===== src/rtl/neopixel_driver.sv =====
// neopixel_driver
//   Holds NUM_PIXELS x {R,G,B} 8-bit levels and, on request, serializes the
//   frame onto a single WS2812 data wire with NRZ timing, followed by a
//   low latch gap.
//
// Ports:
//   clock, reset     system clock; asynchronous active-high reset
//   pixel_index[2:0] / color_index[1:0] / color_level[7:0] / load_color
//                    single-cycle write of one color byte (color 0=R,1=G,2=B)
//   send_it          single-cycle frame-transmit request
//   neo_data         registered serial line to the strip
//   ready_to_load / ready_to_send   high while idle
//
// Build option:
//   NEO_CLEAR_AFTER_SEND_EN  when defined, all color registers are zeroed on
//                            the LATCH->IDLE edge, so every frame must be
//                            reloaded. Undefined: registers persist.
module neopixel_driver #(
    parameter int NUM_PIXELS = 5,
    parameter int T0H_CYC    = 18,
    parameter int T1H_CYC    = 35,
    parameter int BIT_CYC    = 63,
    parameter int LATCH_CYC  = 2500
) (
    input  logic       clock,
    input  logic       reset,
    input  logic [2:0] pixel_index,
    input  logic [1:0] color_index,
    input  logic [7:0] color_level,
    input  logic       load_color,
    input  logic       send_it,
    output logic       neo_data,
    output logic       ready_to_load,
    output logic       ready_to_send
);

    localparam int CW = (BIT_CYC > 1) ? $clog2(BIT_CYC) : 1;
    localparam int LW = (LATCH_CYC > 1) ? $clog2(LATCH_CYC) : 1;
    localparam logic [CW-1:0] BIT_LAST = CW'(BIT_CYC - 1);
    localparam logic [LW-1:0] LAT_LAST = LW'(LATCH_CYC - 1);
    localparam logic [2:0]    PIX_LAST = 3'(NUM_PIXELS - 1);

    typedef enum logic [1:0] {S_IDLE, S_SEND, S_LATCH} state_t;

    state_t                         state_q, state_d;
    logic [CW-1:0]                  cyc_q, cyc_d;
    logic [4:0]                     bit_q, bit_d;   // 0..23 within a pixel
    logic [2:0]                     pix_q, pix_d;
    logic [LW-1:0]                  lat_q, lat_d;
    logic [NUM_PIXELS-1:0][2:0][7:0] col_q, col_d;  // [pixel][R,G,B]
    logic                           neo_q, neo_d;
    logic                           rdy_q, rdy_d;

    logic [7:0] cur_byte;
    logic [1:0] c_sel;
    logic       bit_val;

    always_comb begin
        state_d  = state_q;
        cyc_d    = cyc_q;
        bit_d    = bit_q;
        pix_d    = pix_q;
        lat_d    = lat_q;
        col_d    = col_q;
        neo_d    = 1'b0;
        rdy_d    = 1'b0;
        cur_byte = 8'h00;
        c_sel    = 2'd0;
        bit_val  = 1'b0;

        case (state_q)
            S_IDLE: begin
                rdy_d = 1'b1;
                // Only existing pixels and colors 0..2 match; anything else
                // falls through the loop and the write is dropped.
                if (load_color) begin
                    for (int p = 0; p < NUM_PIXELS; p++)
                        for (int c = 0; c < 3; c++)
                            if (int'(pixel_index) == p && int'(color_index) == c)
                                col_d[p][c] = color_level;
                end
                if (send_it) begin
                    state_d = S_SEND;
                    cyc_d   = '0;
                    bit_d   = 5'd0;
                    pix_d   = 3'd0;
                    rdy_d   = 1'b0;
                end
            end
            S_SEND: begin
                if (cyc_q == BIT_LAST) begin
                    cyc_d = '0;
                    if (bit_q == 5'd23) begin
                        bit_d = 5'd0;
                        if (pix_q == PIX_LAST) begin
                            pix_d   = 3'd0;
                            lat_d   = '0;
                            state_d = S_LATCH;
                        end else begin
                            pix_d = pix_q + 3'd1;
                        end
                    end else begin
                        bit_d = bit_q + 5'd1;
                    end
                end else begin
                    cyc_d = cyc_q + CW'(1);
                end
            end
            S_LATCH: begin
                if (lat_q == LAT_LAST) begin
                    lat_d   = '0;
                    state_d = S_IDLE;
                    rdy_d   = 1'b1;
`ifdef NEO_CLEAR_AFTER_SEND_EN
                    col_d   = '0;
`endif
                end else begin
                    lat_d = lat_q + LW'(1);
                end
            end
            default: state_d = S_IDLE;
        endcase

        // neo_data is registered, so it is computed from the next-cycle
        // counters. Bits go out G,R,B per pixel, MSB first. col_q is used
        // rather than col_d: on the send edge the count is 0, where the line
        // is high whatever the bit, and a same-edge load lands in col_q
        // long before its bit is sampled.
        if (state_d == S_SEND) begin
            case (bit_d[4:3])
                2'd0:    c_sel = 2'd1;
                2'd1:    c_sel = 2'd0;
                default: c_sel = 2'd2;
            endcase
            for (int p = 0; p < NUM_PIXELS; p++)
                if (int'(pix_d) == p)
                    cur_byte = col_q[p][c_sel];
            bit_val = cur_byte[3'd7 - bit_d[2:0]];
            neo_d   = int'(cyc_d) < (bit_val ? T1H_CYC : T0H_CYC);
        end
    end

    always_ff @(posedge clock or posedge reset) begin
        if (reset) begin
            state_q <= S_IDLE;
            cyc_q   <= '0;
            bit_q   <= 5'd0;
            pix_q   <= 3'd0;
            lat_q   <= '0;
            col_q   <= '0;
            neo_q   <= 1'b0;
            rdy_q   <= 1'b1;
        end else begin
            state_q <= state_d;
            cyc_q   <= cyc_d;
            bit_q   <= bit_d;
            pix_q   <= pix_d;
            lat_q   <= lat_d;
            col_q   <= col_d;
            neo_q   <= neo_d;
            rdy_q   <= rdy_d;
        end
    end

    assign neo_data      = neo_q;
    assign ready_to_load = rdy_q;
    assign ready_to_send = rdy_q;

endmodule


===== config.mk =====
export PLATFORM = sky130hd
export DESIGN_NAME = neopixel_driver
export DESIGN_NICKNAME = d
export VERILOG_FILES = /design/src/rtl/neopixel_driver.sv
export SDC_FILE = /design/constraint.sdc
export NUM_CORES = 1
export LEC_CHECK = 0
export ABC_AREA = 1
export BUFFER_PORTS_ARGS = -buffer_cell sky130_fd_sc_hd__buf_2
export CAP_MARGIN = 40
export CORE_MARGIN = 3
export CORE_UTILIZATION = 67
export CTS_CLUSTER_SIZE = 30
export DETAILED_ROUTE_END_ITERATION = 10
export PLACE_DENSITY_LB_ADDON = 0.15
export SLEW_MARGIN = 10
export SYNTH_ARGS = -nofsm -noshare
export SYNTH_HDL_FRONTEND = slang
export SYNTH_SLANG_ARGS = --single-unit
export TNS_END_PERCENT = 50

===== constraint.sdc =====
create_clock -name clock -period 7.12 [get_ports clock]
set_clock_uncertainty 0.15 [all_clocks]
set_input_delay 0.356 -clock clock [delete_from_list [all_inputs] [get_ports clock]]
set_output_delay 0.356 -clock clock [all_outputs]
set_load 0.05 [all_outputs]

==> results.toml <==
[grt]
antenna_found_initial = 0
overflow = 0
grtUsageTotal_pct = 32.1
grt_first_pass_wirelength_um = 32000
grt_pass1_vias = 6437
grt_max_degree = 79

[timing]
final_hold_viol_count = 0
whs_ns = 0.335
slew_headroom_pct = 39.7
fmax_ghz = 0.218
drv_slew = 0
rsz0062_at_grt = "no"
setup_viol = 0
worst-slew-pin-transition_ns = 0.904
fin_crit_sh_pct = 64.5
worst_slack_ns = 2.53
layout_min_cycle_time_ns = 4.59
fin_tns_setup_ns = 0

[detailed_routing]
wl_met2_um = 9550
drcViolationCount = 0
antenna_left = 0
met1_length_um = 7750
detail_route.iter0.violations = 899
wl_um = 19500
dr.pass1.iters = 8
top_layer = "met4"
wl_per_cell_um = 18.0
route.met3.wl_um = 1580
route.vias.total = 6704
vias_per_cell = 6.17

[yosys]
syn_nets = 957
synth.largest_area_cell = "dfrtp_1"
async_flop_share_pct = 100
synth_top_area_share_pct = 49.5
syn_area_mm2 = 0.00754
synthFlopType = "dfrtp_1"
yosys-top-cells-area = "dfrtp_1 (49%), nand2_1 (14%), o21ai_0 (9.6%), nand3_1 (4.1%), inv_1 (3.0%)"
synth-edff-count = 0
ys_seq_area_share_pct = 49.8
synthCells = 932
synth_cell_types = 49
avgSynthCellArea_um2 = 8.09
synth.ff_latch_count = 150
ys.warnings.count = 0

[floorplan]
start_util_pct = 68.9
die_x_um = 112
die_h_um = 112
std_cell_rows = 38
ios = 20
dieArea_mm2 = 0.0126
core_mm2 = 0.0109

[layout]
final_common_cell = "nand2_1"
fin_cells = 1086
fin_nets = 958
seq_area_mm2 = 0.00375
fillers = 774
area_delta_synth_final_pct = 9.65
num_antenna_cells = 0
multi_input_area_mm2 = 0.00328
utilization_pct = 75.6
final_cell_mix = "nand2_1 (279), dfrtp_1 (149), o21ai_0 (144)"
drive_gt1_share_pct = 10.1

[critical_path]
cp-end-kind = "flop"
cp-startpoint = "cyc_q[0]"
critPathMaxFanout = 52
r2r-start = "cyc_q[0]"
cp_data_arrival_time_ns = 4.81
cp_data_required_time_ns = 7.33
worst_setup_path_start_kind = "flop"
critPathKind = "reg -> reg"

[clocking]
cts_tree = "done"
ctsLongestPathBuffers = 2
numCtsBuffers = 17
cts-resized-gates = 0
postCtsHoldBufs = 2
htreeDepth = 4
clk_pin_slew_ns = 0.06
root_buffer = "clkbuf_16"
postCtsSetupRepairBufs = 0
insertion_delay_ns = 0.43
cts_num_sinks = 150

[placed_design]
place_inst = 1052
io_buffers = 19
routabilityCongestion = 0.930
dp_hpwl_um = 12500
place_ws_ns = 2.61

[status]
status = "finished clean"

[pwr]
cellPowerDensity_mw_per_mm2 = 224
p_leak_nw = 3.71
peakVddDrop_v = 0.000203

[flow_run]
cap_violations = 0

[min_path]
min_from = "col_q[65]"
hold_class = "reg -> reg"
-- final timing paths --
path	end	slack (ns)	cells past startpoint
worst max register to register	neo_data	2.53	25
max in group asynchronous	col_q[53]	5.22	5
worst min-delay path	col_q[65]	0.34	2
worst min register to register	col_q[65]	0.34	2
worst max-delay path	neo_data	2.53	25
min in group asynchronous	lat_q[8]	0.43	3
-- cells in the mapped netlist (all sizes together) (8+ instances only) --
cell type and count:
buf 18, nor3 17, a21oi 30, clkbuf 23, nor2 55, or2 8
nand3 69, o21ai 152, inv 69, ha 8, nand2 291, dfrtp 149
-- flip-flops by register name (all words and copies together), names as in the netlist --
register       flops
ready_to_load      1
lat_q             12
pix_q              3
neo_data           1
bit_q              5
col_q            120
state_q            2
cyc_q              6
-- metrics by stage --
step	total power, W	cell area, um^2
after detailed placement	0.000908	7610
after CTS	0.00186	8260
after global placement	0.000906	7590
after floorplan	0.000889	7540
after global routing	0.00190	8260
final	0.00185	8260
-- power by group --
group	total (W)	internal [W]	switching (W)
clock	0.000962	0.000606	0.000356
sequential	0.000853	0.000853	0
combinational	0.0000398	0.00000640	0.0000334
-- worst max-delay path, cell delays in order, from the launching register on --
cell      delay (ns)
dfrtp_1         0.41
inv_1           0.10
ha_1            0.17
nand3_2         0.12
nor2_4          0.32
nand3_1         0.15
nand2_1         0.15
nand2_4         0.26
inv_2           0.77
nand4_1         0.20
nand3_1         0.13
nand3_1         0.13
nand3_1         0.10
nand2_1         0.07
nand2_1         0.08
nand2_1         0.05
nand2_1         0.05
nand3_1         0.09
nand2_2         0.10
inv_1           0.05
ha_1            0.28
nand2_1         0.09
inv_1           0.05
a221oi_1        0.26
nand2_1         0.10
nor2_1          0.09
-- cell type report --
class                      instances  area share (%)
sequential                       150            45.4
multi-input combinational        670            39.7
clock buffer                      21            5.57
inverter                          71            3.38
tap                              140            2.12
clock inverter                    11            2.09
timing repair buffer              23            1.73
-- routing by layer --
layer	up-vias	GRT usage, %
met5	-	0
met4	0	13.4
met3	61	7.71
met2	367	52.4
met1	3214	41.8
li1	3062	-
-- cell families after synthesis --
| kind of cell | Yosys count | share of synthesized area [%] |
|---|---|---|
| and+or+nand+nor | 450 | 26.5 |
| AOI/OAI and AO/OA | 206 | 15.0 |
| xor gates and xnor gates | 6 | 0.697 |
| adders and majority gates | 8 | 1.33 |
| DFF | 150 | 49.8 |
| buffers and inverters | 112 | 6.67 |
(Power assumes the default switching activity.)
